[src/rtl/prelude_pkg.sv]
// rtl/prelude_pkg.sv - shared FSM states, opcode class and branch condition codes
package prelude_pkg;

   typedef enum logic [1:0] {
      IDLE  = 2'd0,
      FETCH = 2'd1,
      WAIT  = 2'd2,
      EXEC  = 2'd3
   } state_e;

   localparam logic [1:0] OPC_COND = 2'b11;

   typedef enum logic [2:0] {
      COND_NEVER  = 3'd0,
      COND_EQ     = 3'd1,
      COND_LT     = 3'd2,
      COND_LE     = 3'd3,
      COND_ALWAYS = 3'd4,
      COND_NE     = 3'd5,
      COND_GE     = 3'd6,
      COND_GT     = 3'd7
   } cond_e;

   function automatic logic is_cond_op(input logic [7:0] op);
      return op[7:6] == OPC_COND;
   endfunction

endpackage

[src/rtl/branch_cond_eval.sv]
// rtl/branch_cond_eval.sv - signed condition test of R3 against a 3-bit condition code
module branch_cond_eval
   import prelude_pkg::*;
(
   input  logic [7:0] r3,
   input  logic [2:0] cond,
   output logic       take
);

   logic is_zero;
   logic is_neg;

   assign is_zero = (r3 == 8'h00);
   assign is_neg  = r3[7];

   // Map condition code to outcome; r3 is treated as two's complement
   always_comb begin
      take = 1'b0;
      case (cond)
         COND_NEVER:  take = 1'b0;
         COND_EQ:     take = is_zero;
         COND_LT:     take = is_neg;
         COND_LE:     take = is_neg | is_zero;
         COND_ALWAYS: take = 1'b1;
         COND_NE:     take = ~is_zero;
         COND_GE:     take = ~is_neg;
         COND_GT:     take = ~is_neg & ~is_zero;
         default:     take = 1'b0;
      endcase
   end

endmodule

[src/rtl/pc_sequencer.sv]
// rtl/pc_sequencer.sv - program counter and fetch sequencer with conditional branch redirect
module pc_sequencer
   import prelude_pkg::*;
#(
   parameter int              PC_W     = 8,
   parameter logic [PC_W-1:0] RESET_PC = '0
)(
   input  logic            clk,
   input  logic            rst_n,
   input  logic            stall,
   output logic            fetch_req,
   output logic [PC_W-1:0] fetch_addr,
   input  logic            fetch_ack,
   input  logic            instr_valid,
   input  logic [7:0]      instr,
   input  logic [7:0]      r3,
   input  logic [PC_W-1:0] jump_target,
   output logic [PC_W-1:0] pc,
   output logic            exec_valid,
   output logic [7:0]      exec_instr,
   output logic            branch_taken
);

   state_e          state;
   logic            cond_take;
   logic            take;
   logic [PC_W-1:0] pc_next;

   branch_cond_eval u_cond (
      .r3   (r3),
      .cond (exec_instr[2:0]),
      .take (cond_take)
   );

   assign take         = is_cond_op(exec_instr) & cond_take;
   assign exec_valid   = (state == EXEC) & ~stall;
   assign branch_taken = exec_valid & take;
   assign pc_next      = take ? jump_target : pc + PC_W'(1);
   assign fetch_addr   = pc;

   // Sequencer: fetch_req is registered so the request rises one cycle after the
   // new pc settles; an ack is only honoured while the request is actually up.
   always_ff @(posedge clk or negedge rst_n) begin
      if (!rst_n) begin
         state      <= IDLE;
         pc         <= RESET_PC;
         exec_instr <= 8'h00;
         fetch_req  <= 1'b0;
      end else begin
         case (state)
            IDLE: begin
               fetch_req <= 1'b0;
               state     <= FETCH;
            end
            FETCH: begin
               if (!fetch_req) begin
                  fetch_req <= 1'b1;
               end else if (fetch_ack) begin
                  fetch_req <= 1'b0;
                  if (instr_valid) begin
                     exec_instr <= instr;
                     state      <= EXEC;
                  end else begin
                     state <= WAIT;
                  end
               end
            end
            WAIT: begin
               if (instr_valid) begin
                  exec_instr <= instr;
                  state      <= EXEC;
               end
            end
            EXEC: begin
               if (!stall) begin
                  pc    <= pc_next;
                  state <= FETCH;
               end
            end
            default: begin
               fetch_req <= 1'b0;
               state     <= IDLE;
            end
         endcase
      end
   end

endmodule

[config.mk]
export PLATFORM = sky130hd
export DESIGN_NAME = pc_sequencer
export DESIGN_NICKNAME = d
export VERILOG_FILES = /design/src/rtl/prelude_pkg.sv /design/src/rtl/branch_cond_eval.sv /design/src/rtl/pc_sequencer.sv
export SDC_FILE = /design/constraint.sdc
export NUM_CORES = 1
export LEC_CHECK = 0
export ABC_AREA = 1
export CORE_MARGIN = 2
export CORE_UTILIZATION = 37
export DETAILED_ROUTE_END_ITERATION = 8
export GPL_TIMING_DRIVEN = 0
export PLACE_DENSITY_LB_ADDON = 0.05
export RECOVER_POWER = 25
export SKIP_CTS_REPAIR_TIMING = 1
export SLEW_MARGIN = 20
export SYNTH_ARGS = -nofsm -noshare
export SYNTH_HDL_FRONTEND = slang
export SYNTH_SLANG_ARGS = --single-unit
[constraint.sdc]
create_clock -name clk -period 1.46 [get_ports clk]
set_input_delay 0.292 -clock clk [delete_from_list [all_inputs] [get_ports clk]]
set_output_delay 0.292 -clock clk [all_outputs]
set_load 0.005 [all_outputs]
==> impl_metrics.json <==
{
  "worstSetupStartpoint": "exec_instr[0]",
  "layout-drive-gt1-share": 0.414,
  "rows": 20,
  "critPathBufInv": 1,
  "antenna_left": 0,
  "finalCritPeriodShare": 1.24,
  "cp_cell_sequence": "nor3b_2 -> nand2_2 -> nand2_2 -> nand2_4 -> nand3_4 -> nor2_4 -> clkbuf_2",
  "dr.pass1.iters": 6,
  "worstReg2RegStart": "state[1]",
  "grt_usage": 0.163,
  "power_density_nw_per_um2": 1910,
  "synthToLayoutAreaGrowth_pct": 104,
  "slew_headroom": 0.385,
  "clockBufferDepth": 2,
  "placed_area_um2": 1820,
  "endpoint_kind": "output pin",
  "skew_ns": 0.00468,
  "slowest_stage": "dfrtp_1",
  "worstPathMaxFanout": 5,
  "die_w_um": 60.5,
  "arrival_ns": 1.51,
  "place_congestion": 0.798,
  "synthFlopType": "dfrtp_1",
  "yosysSeqAreaShare": 0.403,
  "portBuffers": 55,
  "hpwlAfterDp_mm": 2.16,
  "routed_wirelength_mm": 3.76,
  "clkLatencyLatePin_ns": 0.32,
  "syn_nets": 170,
  "pin_count": 56,
  "fin_ws_ns": -0.346,
  "synthArstFlopShare": 1.00,
  "hold_viol": 0,
  "crit_family": "simple AND/OR/NAND/NOR gates",
  "start_kind": "flop",
  "root_buffer": "clkbuf_4",
  "violations": "setup timing",
  "finalPower_w": 0.00460,
  "netlist_area_um2": 1180,
  "die_h_um": 60.5,
  "nets": 279,
  "dieArea_um2": 3660,
  "cp.required_ns": 1.17,
  "numCtsBuffers": 3,
  "grt_pass1_wl_mm": 4.51,
  "syn_area_per_cell_um2": 8.68,
  "num_antenna_cells": 0,
  "min_period_ns": 1.81,
  "grt_max_degree": 20,
  "antenna_found_initial": 0,
  "slowest_delay_ns": 0.41,
  "max_slew.worst_pin.slew_ns": 0.919,
  "holdCritPathClass": "reg -> reg",
  "worst-setup-path-type": "reg -> out",
  "setup_viol": 16,
  "ys_ff_latch": 19,
  "clock_sinks": 19,
  "maxCapViolCount": 0,
  "cts_tree": "done",
  "clk_pin_slew_ns": 0.12,
  "synthCells": 136,
  "multi_input_area_um2": 691,
  "num_vias": 1378,
  "grt_overflow": 0,
  "peakVddDrop_uv": 1160,
  "fin_area_um2": 2410,
  "yosysWarningCount": 0,
  "synth_edf_count": 0,
  "slew_violations": 0,
  "leakagePower_nw": 1.39,
  "wire_per_inst_um": 13.1,
  "initial_core_util": 0.386,
  "drc": 0,
  "htree_levels": 1,
  "hold_start": "fetch_addr[7]",
  "crit_top_cell": "nand2_2",
  "fmax_ghz": 0.554,
  "ys_types": 24,
  "drt-initial-drc-count": 53,
  "core_um2": 3050,
  "rsz0062_at_grt": "yes",
  "grt_pass1_vias": 1017,
  "seq_area_um2": 483,
  "outcome": "finished with violations",
  "nFillCells": 225,
  "whs_ns": 0.522,
  "vias_per_cell": 4.78
}
placed cells by master, fill, tap and decap left out, drive strengths merged:
master and instances:
a21oi 3, a221oi 1, a31oi 1, buf 58, clkbuf 4, clkdlybuf4s25 5, clkdlybuf4s50 20, clkinvlp 2
dfrtp 19, dlygate4sd3 1, dlymetal6s2s 27, ha 5, inv 17, mux2 7, nand2 33, nand3 13
nand3b 1, nand4 8, nor2 8, nor3b 1, o211ai 1, o21ai 2, or2 1, xnor2 2
xor2 4
state kept, by name (all words and copies together) (netlist names):
signal      count
exec_instr      8
fetch_addr      8
fetch_req       1
state           2
cell usage after synthesis, types with 3 or more instances:
library cell | number | area share
inv_1 | 16 | 0.051
nor2_1 | 7 | 0.022
nand3_1 | 11 | 0.047
a21oi_1 | 3 | 0.013
ha_1 | 5 | 0.053
xor2_1 | 4 | 0.030
buf_4 | 8 | 0.051
dfrtp_1 | 19 | 0.40
nand4_1 | 8 | 0.042
nand2_1 | 30 | 0.095
mux2_2 | 7 | 0.067
worst register-to-register path: cells and delay by family, from the launching register on:
family / cells / cell delay [ns]
compound gates: 2 / 0.20
fa+ha+maj: 1 / 0.17
buf+inv: 5 / 0.45
flops: 1 / 0.44
mux: 1 / 0.33
final timing paths:
kind                       cells past startpoint  slack (ns)       endpoint
max in group asynchronous                      1        0.30       state[0]
setup / recovery                               7       -0.35   branch_taken
hold / removal                                 2        0.52  fetch_addr[7]
min in group asynchronous                      1        0.54  fetch_addr[2]
setup reg to reg                               9       -0.24  exec_instr[0]
hold reg to reg                                2        0.52  fetch_addr[7]
cell type report:
| class | count | area share |
|---|---|---|
| plain buffers | 8 | 0.0249 |
| well taps | 44 | 0.0228 |
| flip-flops and latches | 19 | 0.200 |
| multi-input cells | 91 | 0.286 |
| repair buffers | 104 | 0.420 |
| clock inverters | 1 | 0.00311 |
| inverters | 18 | 0.0327 |
| clock buffers | 3 | 0.00934 |
routing by layer:
layer / GRT usage / up-vias / wire length (um)
met5: 0 / - / 0
met4: 0.0404 / 0 / 50
met3: 0.0448 / 6 / 223
met2: 0.307 / 56 / 2050
met1: 0.180 / 663 / 1440
li1: - / 653 / -
logic make-up (layout without fill, tap and decap cells):
kind of cell | Yosys count | in the layout | synth area share
buffers and inverters | 26 | 134 | 0.108
AO/OA/AOI/OAI | 8 | 8 | 0.0445
adder cells (fa/ha/maj) | 5 | 5 | 0.0530
flip-flops | 19 | 19 | 0.403
XOR/XNOR | 6 | 6 | 0.0445
AND/OR/NAND/NOR | 65 | 65 | 0.280
multiplexers | 7 | 7 | 0.0668
power by group:
part / switching, W / internal, W / leakage, nW
registers: 0.000219 / 0.000807 / 0.220
logic: 0.00128 / 0.00199 / 1.16
clock network: 0.000194 / 0.000105 / 0.0139
total: 0.00170 / 0.00290 / 1.39
through the flow:
step | worst slack [ns] | std cells | setup TNS (ns) | utilization
floorplan | -0.0189 | 136 | -0.114 | -
global placement | -0.854 | 235 | -4.74 | 0.597
detailed placement | -0.860 | 235 | -5.42 | 0.597
CTS | -0.996 | 239 | -6.49 | 0.607
global route | -0.462 | 288 | -4.03 | 0.790
finish | -0.346 | 288 | -2.55 | 0.790
Power figures use the tool's default switching activity.
